==> src/rtl/weight_bias_loader.sv <==
// Streams weights then a bias per neuron from a valid/ready source to the neuron array.
// Optional macro LOADER_MULTI_NEURON_EN loads neuron_cnt_in consecutive neurons per start.
module weight_bias_loader #(
  parameter int unsigned CNT_WIDTH = 16
) (
  input  logic                 clk,
  input  logic                 rst,
  input  logic                 start,
  input  logic [31:0]          layer_num_in,
  input  logic [31:0]          neuron_num_in,
  input  logic [CNT_WIDTH-1:0] num_weight_in,
  input  logic [CNT_WIDTH-1:0] neuron_cnt_in,
  input  logic [31:0]          s_data,
  input  logic                 s_valid,
  output logic                 s_ready,
  output logic                 weight_valid,
  output logic [31:0]          weight_value,
  output logic                 bias_valid,
  output logic [31:0]          bias_value,
  output logic [31:0]          config_layer_num,
  output logic [31:0]          config_neuron_num,
  output logic                 busy,
  output logic                 done
);

  typedef enum logic [1:0] {IDLE, WEIGHT, BIAS} state_e;

  state_e               state_q;
  logic [CNT_WIDTH-1:0] nw_q;
  logic [CNT_WIDTH-1:0] wcnt_q;
  logic [CNT_WIDTH-1:0] wcnt_inc;
  logic                 hs;

  assign s_ready  = (state_q == WEIGHT) || (state_q == BIAS);
  assign busy     = (state_q != IDLE);
  assign hs       = s_valid & s_ready;
  assign wcnt_inc = wcnt_q + CNT_WIDTH'(1);

`ifdef LOADER_MULTI_NEURON_EN
  logic [CNT_WIDTH-1:0] ncnt_q;
  logic [CNT_WIDTH-1:0] ntot_q;
  logic [CNT_WIDTH-1:0] ncnt_inc;
  logic                 adv_q;

  assign ncnt_inc = ncnt_q + CNT_WIDTH'(1);
`else
  logic unused_neuron_cnt;
  assign unused_neuron_cnt = ^neuron_cnt_in;
`endif

  always_ff @(posedge clk) begin
    if (rst) begin
      state_q           <= IDLE;
      nw_q              <= '0;
      wcnt_q            <= '0;
      weight_valid      <= 1'b0;
      weight_value      <= '0;
      bias_valid        <= 1'b0;
      bias_value        <= '0;
      done              <= 1'b0;
      config_layer_num  <= '1;
      config_neuron_num <= '1;
`ifdef LOADER_MULTI_NEURON_EN
      ncnt_q            <= '0;
      ntot_q            <= '0;
      adv_q             <= 1'b0;
`endif
    end else begin
      weight_valid <= 1'b0;
      bias_valid   <= 1'b0;
      done         <= 1'b0;
`ifdef LOADER_MULTI_NEURON_EN
      // Neuron select advances only after the previous bias_valid cycle has been seen.
      adv_q <= 1'b0;
      if (adv_q) begin
        config_neuron_num <= config_neuron_num + 32'd1;
      end
`endif
      unique case (state_q)
        IDLE: begin
          if (start) begin
            config_layer_num  <= layer_num_in;
            config_neuron_num <= neuron_num_in;
            nw_q              <= num_weight_in;
            wcnt_q            <= '0;
`ifdef LOADER_MULTI_NEURON_EN
            ncnt_q            <= '0;
            ntot_q            <= (neuron_cnt_in == '0) ? CNT_WIDTH'(1) : neuron_cnt_in;
`endif
            state_q           <= (num_weight_in != '0) ? WEIGHT : BIAS;
          end else begin
            config_layer_num  <= '1;
            config_neuron_num <= '1;
          end
        end
        WEIGHT: begin
          if (hs) begin
            weight_value <= s_data;
            weight_valid <= 1'b1;
            if (wcnt_inc == nw_q) begin
              wcnt_q  <= '0;
              state_q <= BIAS;
            end else begin
              wcnt_q  <= wcnt_inc;
            end
          end
        end
        BIAS: begin
          if (hs) begin
            bias_value <= s_data;
            bias_valid <= 1'b1;
`ifdef LOADER_MULTI_NEURON_EN
            if (ncnt_inc < ntot_q) begin
              ncnt_q  <= ncnt_inc;
              adv_q   <= 1'b1;
              state_q <= (nw_q != '0) ? WEIGHT : BIAS;
            end else begin
              ncnt_q  <= '0;
              done    <= 1'b1;
              state_q <= IDLE;
            end
`else
            done    <= 1'b1;
            state_q <= IDLE;
`endif
          end
        end
        default: state_q <= IDLE;
      endcase
    end
  end

endmodule

==> config.mk <==
export PLATFORM = sky130hd
export DESIGN_NAME = weight_bias_loader
export DESIGN_NICKNAME = d
export VERILOG_FILES = /design/src/rtl/weight_bias_loader.sv
export SDC_FILE = /design/constraint.sdc
export NUM_CORES = 1
export LEC_CHECK = 0
export BUFFER_PORTS_ARGS = -buffer_cell sky130_fd_sc_hd__buf_2
export CORE_ASPECT_RATIO = 0.75
export CORE_MARGIN = 2
export CORE_UTILIZATION = 45
export CTS_BUF_LIST = sky130_fd_sc_hd__clkbuf_4
export DETAILED_ROUTE_END_ITERATION = 16
export PLACE_DENSITY = 0.75
export SYNTH_ARGS = -nofsm -noshare
export SYNTH_HDL_FRONTEND = slang
export SYNTH_SLANG_ARGS = --single-unit
==> constraint.sdc <==
create_clock -name clk -period 6.3 [get_ports clk]
set_input_delay 0.945 -clock clk [delete_from_list [all_inputs] [get_ports clk]]
set_output_delay 0.945 -clock clk [all_outputs]
set_load 0.03 [all_outputs]
Word-level counts from Yosys, hierarchy flattened:

Index checks and enable logic that the tools add are counted.

* register bits after elaboration: 164
* output and inout bits: 133

* add/subtract/negate cells: 1
* reduce and logical (&&, ||, !) cells: 12
* bitwise gates (word level): 3
* equal/unequal tests: 7
* mux-type cells: 13

Operators with widths (count)
* $mux W32: 2
* $mux W16: 3
* $pmux W16 S2: 1
* $add A16 B1 Y16 const B: 1
* $eq A16 B16 Y1: 1
* $reduce_bool A16 Y1: 1
* $mux W2: 5
* $ne A2 B2 Y1 const B: 3
* $pmux W2 S3: 1
* $reduce_and A2 Y1: 3
* $reduce_and A4 Y1: 1
* $reduce_bool A2 Y1: 2
* $reduce_or A2 Y1: 2
* $reduce_and A3 Y1: 1
* $eq A2 B1 Y1 const B: 1
* $eq A2 B2 Y1 const B: 1
* $logic_not A2 Y1: 1
* $ne A2 B1 Y1 const B: 1
* $not A1 Y1: 2
* $and A1 B1 Y1: 1
* $logic_or A1 B1 Y1: 1
* $mux W1: 1

Depth between registers and ports, before layout:

Gate-level depths: netlist of the first run.

* depth in word-level cells: 5
* depth in mapped cells: 11

Worst setup path before layout of the first run:

No wires, ideal clock.

* path type: register to register
* start point: register wcnt_q[0]
* end point: register wcnt_q[1]
* data arrival time: 2401 ps
* period minus slack after synthesis: 2518 ps
* buffers on the path: 2
* required time: 6183 ps
* path slack: 3782 ps
* stages on the path, launching flop included: 10
* cell sequence: dfxtp_1 -> ha_1 -> nand3_2 -> or4_4 -> a22o_1 -> nor4_1 -> nand4_1 -> buf_6 -> buf_8 -> a32o_1

* cells in the longest elaborated chain, start to end: 5

RTL lines
* start: declaration: RTL line 30 `logic [CNT_WIDTH-1:0] wcnt_q;`
* start signal: assignment: RTL line 104 `wcnt_q <= wcnt_inc;`
* $add A16 B1 Y16 *: RTL line 37 `assign wcnt_inc = wcnt_q + CNT_WIDTH'(1);`
* $eq A16 B16 Y1: RTL line 100 `if (wcnt_inc == nw_q) begin`
* $mux W16 *: RTL line 100
* $mux W16 *: RTL line 97 `if (hs) begin`
* $pmux W16 S2 *: RTL line 79 `unique case (state_q)`

Every way passes the cells marked *; elsewhere a longest branch is shown, timed or not. The select of a mux whose other input is x is not followed.
A chain may end at the register's enable or synchronous reset.

Worst setup path after layout of the first run:

* start point: register wcnt_q[0]
* end point: register wcnt_q[6]

The elaborated chain is that of the path after synthesis.

==> results of run 1 <==
==> cell families (layout without fill, tap and decap cells) <==
group	Yosys count	after routing
flip-flops	164	164
adder cells (fa/ha/maj)	4	4
AND/OR/NAND/NOR	318	318
multiplexers	4	4
XOR/XNOR	24	24
buffers and inverters	69	294
AO/OA/AOI/OAI	181	181
==> final cells by class <==
| class | count | area [sq um] | area share |
|---|---|---|---|
| sequential | 164 | 3280 | 0.411 |
| multi-input combinational | 531 | 2900 | 0.363 |
| timing repair buffer | 256 | 1300 | 0.163 |
| tap | 200 | 250 | 0.0313 |
| clock buffer | 20 | 150 | 0.0188 |
| clock inverter | 12 | 83.8 | 0.0105 |
| inverter | 6 | 22.5 | 0.00282 |
==> layer usage <==
| layer | vias up | GRT usage | share of wire |
|---|---|---|---|
| met5 | - | 0 | 0 |
| met4 | 0 | 0.0644 | 0.014 |
| met3 | 19 | 0.0788 | 0.074 |
| met2 | 176 | 0.328 | 0.45 |
| met1 | 2760 | 0.287 | 0.46 |
| li1 | 3039 | - | - |
==> power by group through the flow <==
| stage | Clock [W] | Sequential, W | Combinational, W |
|---|---|---|---|
| 2_1_floorplan | 0 | 0.00148 | 0.000495 |
| 3_3_place_gp | 0 | 0.00126 | 0.000976 |
| 3_5_place_dp | 0 | 0.00127 | 0.000983 |
| 4_1_cts | 0.000558 | 0.00125 | 0.000984 |
| 5_1_grt | 0.000599 | 0.00126 | 0.00107 |
| 6_report | 0.000539 | 0.00124 | 0.000980 |
==> layout by cell type (no fill, tap or decap), types with 7 or more instances in the layout <==
| master | synthesis | final |
|---|---|---|
| nor2_1 | 7 | 7 |
| buf_2 | 1 | 247 |
| buf_4 | 4 | 9 |
| xor2_1 | 7 | 7 |
| clkbuf_4 | 1 | 20 |
| dfxtp_1 | 164 | 164 |
| xnor2_1 | 17 | 17 |
| nand2b_1 | 64 | 64 |
| o22ai_1 | 63 | 63 |
| nand3_1 | 9 | 9 |
| nand4_1 | 9 | 9 |
| nand2_1 | 187 | 186 |
| o21ai_0 | 12 | 12 |
| a21oi_1 | 83 | 83 |
==> path summary, 6_finish.rpt <==
check,end,cells after the start,start,slack [ns]
worst max-delay path,wcnt_q[6],8,wcnt_q[0],2.72
worst min-delay path,weight_value[22],2,weight_value[22],0.46
worst max register to register,wcnt_q[6],8,wcnt_q[0],2.72
worst min register to register,weight_value[22],2,weight_value[22],0.46
==> registers in the layout (all words and copies together), names as in the netlist <==
signal	flops
bias_value	32
config_layer_num	32
config_neuron_num	32
weight_value	32
nw_q	16
wcnt_q	16
state_q	2
done	1
weight_valid	1
==> stage by stage <==
step	utilization	total power, W	hold slack, ns	cell area (sq um)	std cells
final	0.557	0.00276	0.458	8000	1189
after floorplan	-	0.00197	0.448	6540	764
after global routing	0.557	0.00293	0.476	8000	1189
after global placement	0.541	0.00224	0.438	7760	1157
after CTS	0.557	0.00279	0.461	8000	1189
after detailed placement	0.541	0.00225	0.443	7760	1157
==> worst reg2reg max path: cells and delay by family (launching register included) <==
family	cells	cell delay, ns
and+or+nand+nor	5	2.32
DFF	1	0.45
AOI/OAI and AO/OA	2	0.36
adders and majority gates	1	0.33
==> metrics.yaml, run 1 <==
synth:
  synth_edf_count: 0
  synth_warnings: 0
  yosys_most_used_dff: "dfxtp_1"
  yosysMostFrequentCell: "nand2_1"
  synthTopCellsByArea: "dfxtp_1 50%, nand2_1 11%, a21oi_1 6.3%"
  synth_area_leader_cell: "dfxtp_1"
  yosysSeqAreaShare: 0.502
  synth-seq-cells: 164
  avgSynthCellArea_sq_um: 8.56
  synth-simple-area-share: 0.236
  synth_top_area_share: 0.502
  synthAdderAreaFrac: 0.00765
  async_reset_ff_frac: 0
  synth-xor-area-share: 0.0321
  muxShareOfSynthArea: 0.00612
  syn_inst: 764
  synthTopCellsByCount: "187 x nand2_1, 164 x dfxtp_1, 83 x a21oi_1, 64 x nand2b_1, 63 x o22ai_1"
  synth_compound_area_frac: 0.161
  synth_top_family_by_area: "simple AND/OR/NAND/NOR gates"
  synthesis.area_sq_um: 6540
  synthDistinctLibCells: 55
  synthesis.nets: 900
sta:
  setup_ws_ns: 2.72
  finalSetupViolations: 0
  worstMarginPinSlew_ns: 1.14
  maxSlewViolCount: 0
  fin_tns_setup_ns: 0
  max_clock_freq_mhz: 279
  fin_crit_sh: 0.568
  finClkSkew_ns: 0.0110
  max_slew_margin: 0.234
  min_period_ns: 3.58
  grt_setup_unrepaired: "no"
  finalHoldViolCount: 0
clock_network:
  clock_latency_ns: 0.54
  cts_resized: 0
  cts.path.max_buffers: 2
  cts.reportedPaths.clkPinSlew_ns: 0.13
  cts_setup_buffers: 0
  h-tree-depth: 4
  cts_tree: "done"
  ctsHoldBuffers: 0
  clock_sinks: 164
  numCtsBuffers: 17
  root_buffer: "clkbuf_4"
routing:
  vias_per_cell: 5.04
  routedWlPerCell_um: 14.4
  drtIter0Drc: 335
  num_vias: 5994
  drc: 0
  routed_wl_mm: 17.1
  dr.pass1.iters: 4
  antenna_left: 0
global_route:
  grt_pass1_vias: 5372
  antenna_found_initial: 0
  grtUsageTotal: 0.216
  grt_start_max_net_pins: 87
  overflow: 0
  grt_pass1_wl_mm: 26.8
placed_design:
  dp_slack_ns: 2.83
  gp_congestion: 0.799
  place_hpwl_mm: 11.7
  numPortBuffers: 248
floorplan:
  fp.dieW_um: 143
  io_pins: 265
  row_count: 38
  die_height_um: 108
  design.core.area_sq_um: 14400
  die-area_sq_um: 15500
  initial_core_util: 0.456
setup_path:
  cpPeakStageDelay_ns: 0.75
  crit_required_ns: 6.71
  cp_data_arrival_time_ns: 3.99
  critical-path-top-delay-family: "simple AND/OR/NAND/NOR gates"
  critPathBufInv: 0
  path_class: "flop to flop"
  worstPathCellList: "ha_1, nand3_2, or4_4, a22o_1, nor4_1, nand4_1, nand2_1, o311ai_0"
  crit_fanout: 21
  startpoint_type: "flop"
  cp_slowest_cell: "nand4_1"
  critPathCaptureType: "flop"
power:
  sequentialPowerShare: 0.450
  swShare: 0.408
  net-switching-power_w: 0.00113
  power.leakage_nw: 3.25
  p_int_w: 0.00163
  ir_worst_vdd_v: 0.000227
  p_comb_frac: 0.355
  clkPwrFrac: 0.195
  power.density_nw_per_um2: 345
cells_and_area:
  diodes: 0
  n_fill_cell: 1374
  area_delta_synth_final_pct: 22.2
  fin_nets: 1112
  drive_gt1_frac: 0.300
run_status:
  status: "finished, final reports clean"
flow_run:
  max_cap_viol_count: 0
worst_hold_path:
  hold_path_class: "flop to flop"
Note: power is estimated with default switching activity, not from simulation.
==> run 2: changes to the inputs <==
Clock period 6.3 ns to 3.6 ns, I/O delays scaled along.
==> run 2 against run 1 <==
- clock skew up 0.015 ns
- worst hold slack worse by 0.27 ns
- register-to-register slack worse by 2.2 ns
- critical endpoint is now wcnt_q[2]
- routed wire length grew 1.8%
- non-clock buffer count is 2 higher
- clock-buffer cell count fell by 2
- global-route usage up 0.36 points
==> metrics.yaml, run 2 (synthesis results as in run 1) <==
clock_network:
  clock_latency_ns: 0.56  # +0.02 ns
  cts_tree: "done"
  clock_sinks: 164  # unchanged
  numCtsBuffers: 17  # unchanged
  cts_setup_buffers: 0  # unchanged
  cts_resized: 0  # unchanged
  cts.path.max_buffers: 2  # unchanged
  ctsHoldBuffers: 0  # unchanged
  root_buffer: "clkbuf_4"
  h-tree-depth: 4  # unchanged
  cts.reportedPaths.clkPinSlew_ns: 0.16  # +0.03 ns
floorplan:
  die_height_um: 108  # unchanged
  initial_core_util: 0.456  # unchanged
  row_count: 38  # unchanged
  io_pins: 265  # unchanged
  design.core.area_sq_um: 14400  # unchanged
  die-area_sq_um: 15500  # unchanged
  fp.dieW_um: 143  # unchanged
global_route:
  overflow: 0  # unchanged
  grt_start_max_net_pins: 93  # +6.9%
  antenna_found_initial: 0  # unchanged
  grtUsageTotal: 0.219  # +0.00363
  grt_pass1_vias: 5440  # +1.3%
  use_met1: 0.284  # -0.00311
  grt_most_used_layer: "met2"
  grt_pass1_wl_mm: 27.0  # +0.90%
  use_met2: 0.342  # +0.0133
  use_met3: 0.0793  # +0.000443
cells_and_area:
  instances_no_fill: 1191  # +0.17%
  area_delta_synth_final_pct: 23.2
  diodes: 0  # unchanged
  fin_nets: 1114  # +0.18%
  mostFrequentLayoutCell: "buf_2"
  drive_gt1_frac: 0.303  # +0.00242
  most-common-layout-cells: "247 x buf_2, 186 x nand2_1, 164 x dfxtp_1"
sta:
  finClkSkew_ns: 0.0265  # +0.0155 ns
  maxSlewViolCount: 0  # unchanged
  worstMarginPinSlew_ns: 1.18  # +0.0394 ns
  grt_setup_unrepaired: "no"
  finalSetupViolations: 0  # unchanged
  max_clock_freq_mhz: 325  # +16%
  max_slew_margin: 0.208  # -0.0263
  finalHoldViolCount: 0  # unchanged
  fin_crit_sh: 0.854  # +0.286
  fin_tns_setup_ns: 0  # unchanged
  min_period_ns: 3.07  # -0.506 ns
placed_design:
  dp_cells: 1159  # +0.17%
  gp_congestion: 0.843  # +5.6%
  place_hpwl_mm: 12.0  # +2.2%
  numPortBuffers: 248  # unchanged
worst_hold_path:
  hold_start: "layer_num_in[26]"
  hold_path_class: "primary input to flop"
power:
  p_int_w: 0.00295  # +80%
  net-switching-power_w: 0.00204  # +81%
  p_comb_frac: 0.347  # -0.008
  sequentialPowerShare: 0.436  # -0.014
  ir_worst_vdd_v: 0.000284  # +25%
  power.density_nw_per_um2: 619  # +79%
  swShare: 0.409  # +0.000496
  clkPwrFrac: 0.216  # +0.021
  power.leakage_nw: 3.28  # +1.1%
routing:
  drc: 0  # unchanged
  num_vias: 6026  # +0.53%
  drtIter0Drc: 268  # -20%
  routed_wl_mm: 17.4  # +1.8%
  antenna_left: 0  # unchanged
  vias_per_cell: 5.06  # +0.37%
  dr.pass1.iters: 5  # +1
  routedWlPerCell_um: 14.6  # +1.6%
setup_path:
  cp-startpoint: "wcnt_q[0]"
  startpoint_type: "flop"
  critPathCaptureType: "flop"
  r2r-start: "wcnt_q[0]"
  crit_required_ns: 4.05  # -2.66 ns
  cp_data_arrival_time_ns: 3.52  # -0.47 ns
  crit_fanout: 11  # -48%
  path_class: "flop to flop"
flow_run:
  max_cap_viol_count: 0  # unchanged
run_status:
  status: "finished, final reports clean"
## run 2: cell types whose count changed in the layout (fill, tap and decap cells not counted), moves of 2 or more
cell | previous run | this run
clkinv_4 | 3 | 5
buf_4 | 9 | 11
inv_8 | 0 | 3
clkinv_2 | 2 | 0
clkbuf_4 | 20 | 18
clkinvlp_4 | 3 | 1
## run 2: power groups by stage
stage,registers (W),logic (W),clock network [W]
after floorplan,0.00258,0.000867,0
final,0.00217,0.00173,0.00108
after detailed placement,0.00222,0.00174,0
after global routing,0.00220,0.00189,0.00119
after global placement,0.00221,0.00172,0
after CTS,0.00218,0.00174,0.00111
## run 2: layout make-up
cell class                 instances  area (sq um)
timing repair buffer             258          1320
clock buffer                      18           135
multi-input combinational        531          2900
fill                            1404          6300
clock inverter                    14           145
tap                              200           250
sequential                       164          3280
inverter                           6          22.5
## run 2: metrics by stage
step	power (W)	instance area, sq um	setup slack, ns	hold slack (ns)	util
3_3_place_gp	0.00392	7780	0.617	0.438	0.542
2_1_floorplan	0.00345	6540	1.08	0.448	-
5_1_grt	0.00528	8060	0.318	0.144	0.561
3_5_place_dp	0.00395	7780	0.542	0.444	0.542
4_1_cts	0.00502	8060	0.531	0.148	0.561
6_report	0.00499	8060	0.526	0.191	0.561
## run 2: final timing paths
path                          endpoint  cells after the start  slack (ns)
setup reg to reg             wcnt_q[2]                      9        0.53
hold reg to reg         bias_value[16]                      2        0.46
hold / removal    config_layer_num[26]                      3        0.19
setup / recovery             wcnt_q[2]                      9        0.53
## run 2: critical path, cell delays in order (launching register included)
cell	delay [ns]
dfxtp_1	0.44
ha_1	0.32
nand3_2	0.15
or4_4	0.59
a22o_1	0.20
nor4_1	0.22
nand4_1	0.42
buf_4	0.35
a31oi_1	0.18
mux2i_1	0.09
## run 2: per-layer routing
layer / share of wire / wire length [um]
met5: 0 / 0
met4: 0.011 / 184
met3: 0.085 / 1480
met2: 0.45 / 7920
met1: 0.45 / 7860
==> run 3: changes to the inputs <==
Settings changed: BUFFER_PORTS_ARGS -buffer_cell sky130_fd_sc_hd__buf_2 to not set, CTS_CLUSTER_DIAMETER set to 200, DONT_BUFFER_PORTS set to 1, PLACE_DENSITY 0.75 to 0.6.
==> run 3 against run 2 <==
- sequential share of layout area up 7.0 points
- maximum frequency rose by 3.4%
- sequential power increased by 20%
- clock-buffer cell count shrank 1
- first-iteration DRC count increased by 19%
- clock power up 10%
- critical path depth unchanged
- die area stayed put
- design area is 15% lower
- sequential cell count did not move
- combinational power decreased by 40%
- critical endpoint is now state_q[0]
- largest cell class unchanged
- largest power group unchanged
==> metrics.yaml, run 3 (synthesis results as in run 1) <==
clock_network:
  cts_tree: "done"
  h-tree-depth: 4  # unchanged
  root_buffer: "clkbuf_4"
  cts.path.max_buffers: 2  # unchanged
  numCtsBuffers: 17  # unchanged
  cts_setup_buffers: 0  # unchanged
  cts_resized: 0  # unchanged
  clock_latency_ns: 0.56  # about the same
  cts.reportedPaths.clkPinSlew_ns: 0.14  # -0.02 ns
  clock_sinks: 164  # unchanged
global_route:
  grtUsageTotal: 0.201  # -0.0183
  overflow: 0  # unchanged
  grt_pass1_vias: 4832  # -11%
  grt_start_max_net_pins: 145  # +56%
  grt_pass1_wl_mm: 24.6  # -9.1%
  antenna_found_initial: 1  # +1
routing:
  wl_met1_mm: 6.88  # -12%
  routed_wl_mm: 16.1  # -7.6%
  num_vias: 5204  # -14%
  drtIter0Drc: 319  # +19%
  vias_per_cell: 5.51  # +9.0%
  wl_met3_mm: 1.22  # -17%
  drc: 0  # unchanged
  dr_wl_met2_mm: 7.69  # -2.9%
  maxUsedRoutingLayer: "met4"
  routedWlPerCell_um: 17.1  # +17%
  antenna_left: 0  # unchanged
  dr.pass1.iters: 8  # +3
sta:
  fin_crit_sh: 0.826  # -0.0281
  finClkSkew_ns: 0.0219  # -0.00456 ns
  setup_ws_ns: 0.627  # +0.101 ns
  min_period_ns: 2.97  # -0.101 ns
  fin_tns_setup_ns: 0  # unchanged
  grt_setup_unrepaired: "no"
  maxSlewViolCount: 0  # unchanged
  hold-worst-slack_ns: 0.0787  # -0.113 ns
  finalSetupViolations: 0  # unchanged
  max_slew_margin: 0.179  # -0.0290
  worstMarginPinSlew_ns: 1.23  # +0.0478 ns
  finalHoldViolCount: 0  # unchanged
  max_clock_freq_mhz: 336  # +3.4%
cells_and_area:
  drive_gt1_frac: 0.0686  # -0.234
  mostFrequentLayoutCell: "nand2_1"
  fin_nets: 866  # -22%
  most-common-layout-cells: "186 x nand2_1, 164 x dfxtp_1, 83 x a21oi_1"
  area_delta_synth_final_pct: 5.11
power:
  power.leakage_nw: 2.30  # -30%
  p_int_w: 0.00285  # -3.2%
  swShare: 0.409  # about the same
  sequentialPowerShare: 0.539  # +0.103
  ir_worst_vdd_v: 0.000453  # +60%
  clkPwrFrac: 0.246  # +0.030
  power_w: 0.00483  # -3.2%
  p_comb_frac: 0.214  # -0.133
  net-switching-power_w: 0.00197  # -3.2%
  power.density_nw_per_um2: 702  # +13%
floorplan:
  design.core.area_sq_um: 14400  # unchanged
  die-area_sq_um: 15500  # unchanged
  fp.dieW_um: 143  # unchanged
  die_height_um: 108  # unchanged
  io_pins: 265  # unchanged
  row_count: 38  # unchanged
  initial_core_util: 0.456  # unchanged
worst_hold_path:
  hold_path_class: "primary input to flop"
  hold_path_depth: 1  # -2
  hold_start: "rst"
placed_design:
  place_hpwl_mm: 10.9  # -9.0%
  dp_slack_ns: 0.710  # +0.167 ns
  numPortBuffers: 0  # -100%
  gp_congestion: 0.797  # -5.5%
setup_path:
  r2r_cells: 9  # unchanged
  startpoint_type: "flop"
  worstPathCellList: "ha_1, nand3_2, or4_4, a22o_1, nor4_1, nand4_1, buf_4, or4_1, o31ai_1"
  critPathBufInv: 1  # unchanged
  cp-startpoint: "wcnt_q[0]"
  cp_slowest_cell: "or4_4"
  cp_data_arrival_time_ns: 3.44  # -0.08 ns
  r2r-start: "wcnt_q[0]"
  path_depth: 9  # unchanged
  cpPeakStageDelay_ns: 0.60  # about the same
  crit_fanout: 21  # +10
  critPathCaptureType: "flop"
  crit_required_ns: 4.07  # +0.02 ns
  path_class: "flop to flop"
  critical-path-top-delay-family: "simple AND/OR/NAND/NOR gates"
run_status:
  status: "finished, final reports clean"
flow_run:
  max_cap_viol_count: 0  # unchanged
## run 3: cell types whose count changed in the layout (fill, tap and decap cells not counted), sizes merged
cell         before  now
buf             258    8
bufinv            1    2
clkbuf           18   17
diode             0    1
dlygate4sd3       0    2
## run 3: final timing paths
check | to | slack (ns)
max | state_q[0] | 0.63
min | nw_q[8] | 0.08
max reg2reg | state_q[0] | 0.63
min reg2reg | nw_q[15] | 0.47
## run 3: per-stage QoR
step	utilization	area [sq um]	instances
after global placement	0.454	6520	909
after floorplan	-	6540	764
final	0.479	6880	944
after global routing	0.479	6880	944
after CTS	0.478	6860	942
after detailed placement	0.454	6520	909
## run 3: repair_timing
action / in CTS / in global routing
endpoints found under the hold margin: 9 / 5
hold buffers: 1 / 1
endpoints found under the setup margin: 0 / 0
## run 3: layer usage
metal,vias to the layer above,GRT usage
met3,25,0.0673
met4,0,0.0763
met5,-,0
met1,2417,0.246
li1,2548,-
met2,214,0.330
## run 3: final cells by class
type                       count  area, sq um
timing repair buffer          10         80.1
tap                          200          250
clock buffer                  17          128
antenna                        1         2.50
clock inverter                15          208
sequential                   164         3280
inverter                       6         22.5
fill                        1421         7480
multi-input combinational    531         2900
## run 3: power groups by stage
stage                     clock, W  combinational, W  sequential [W]
after global routing       0.00130           0.00116         0.00263
after detailed placement         0           0.00103         0.00264
final                      0.00119           0.00104         0.00260
after floorplan                  0          0.000867         0.00258
after CTS                  0.00122           0.00103         0.00261
after global placement           0          0.000986         0.00264
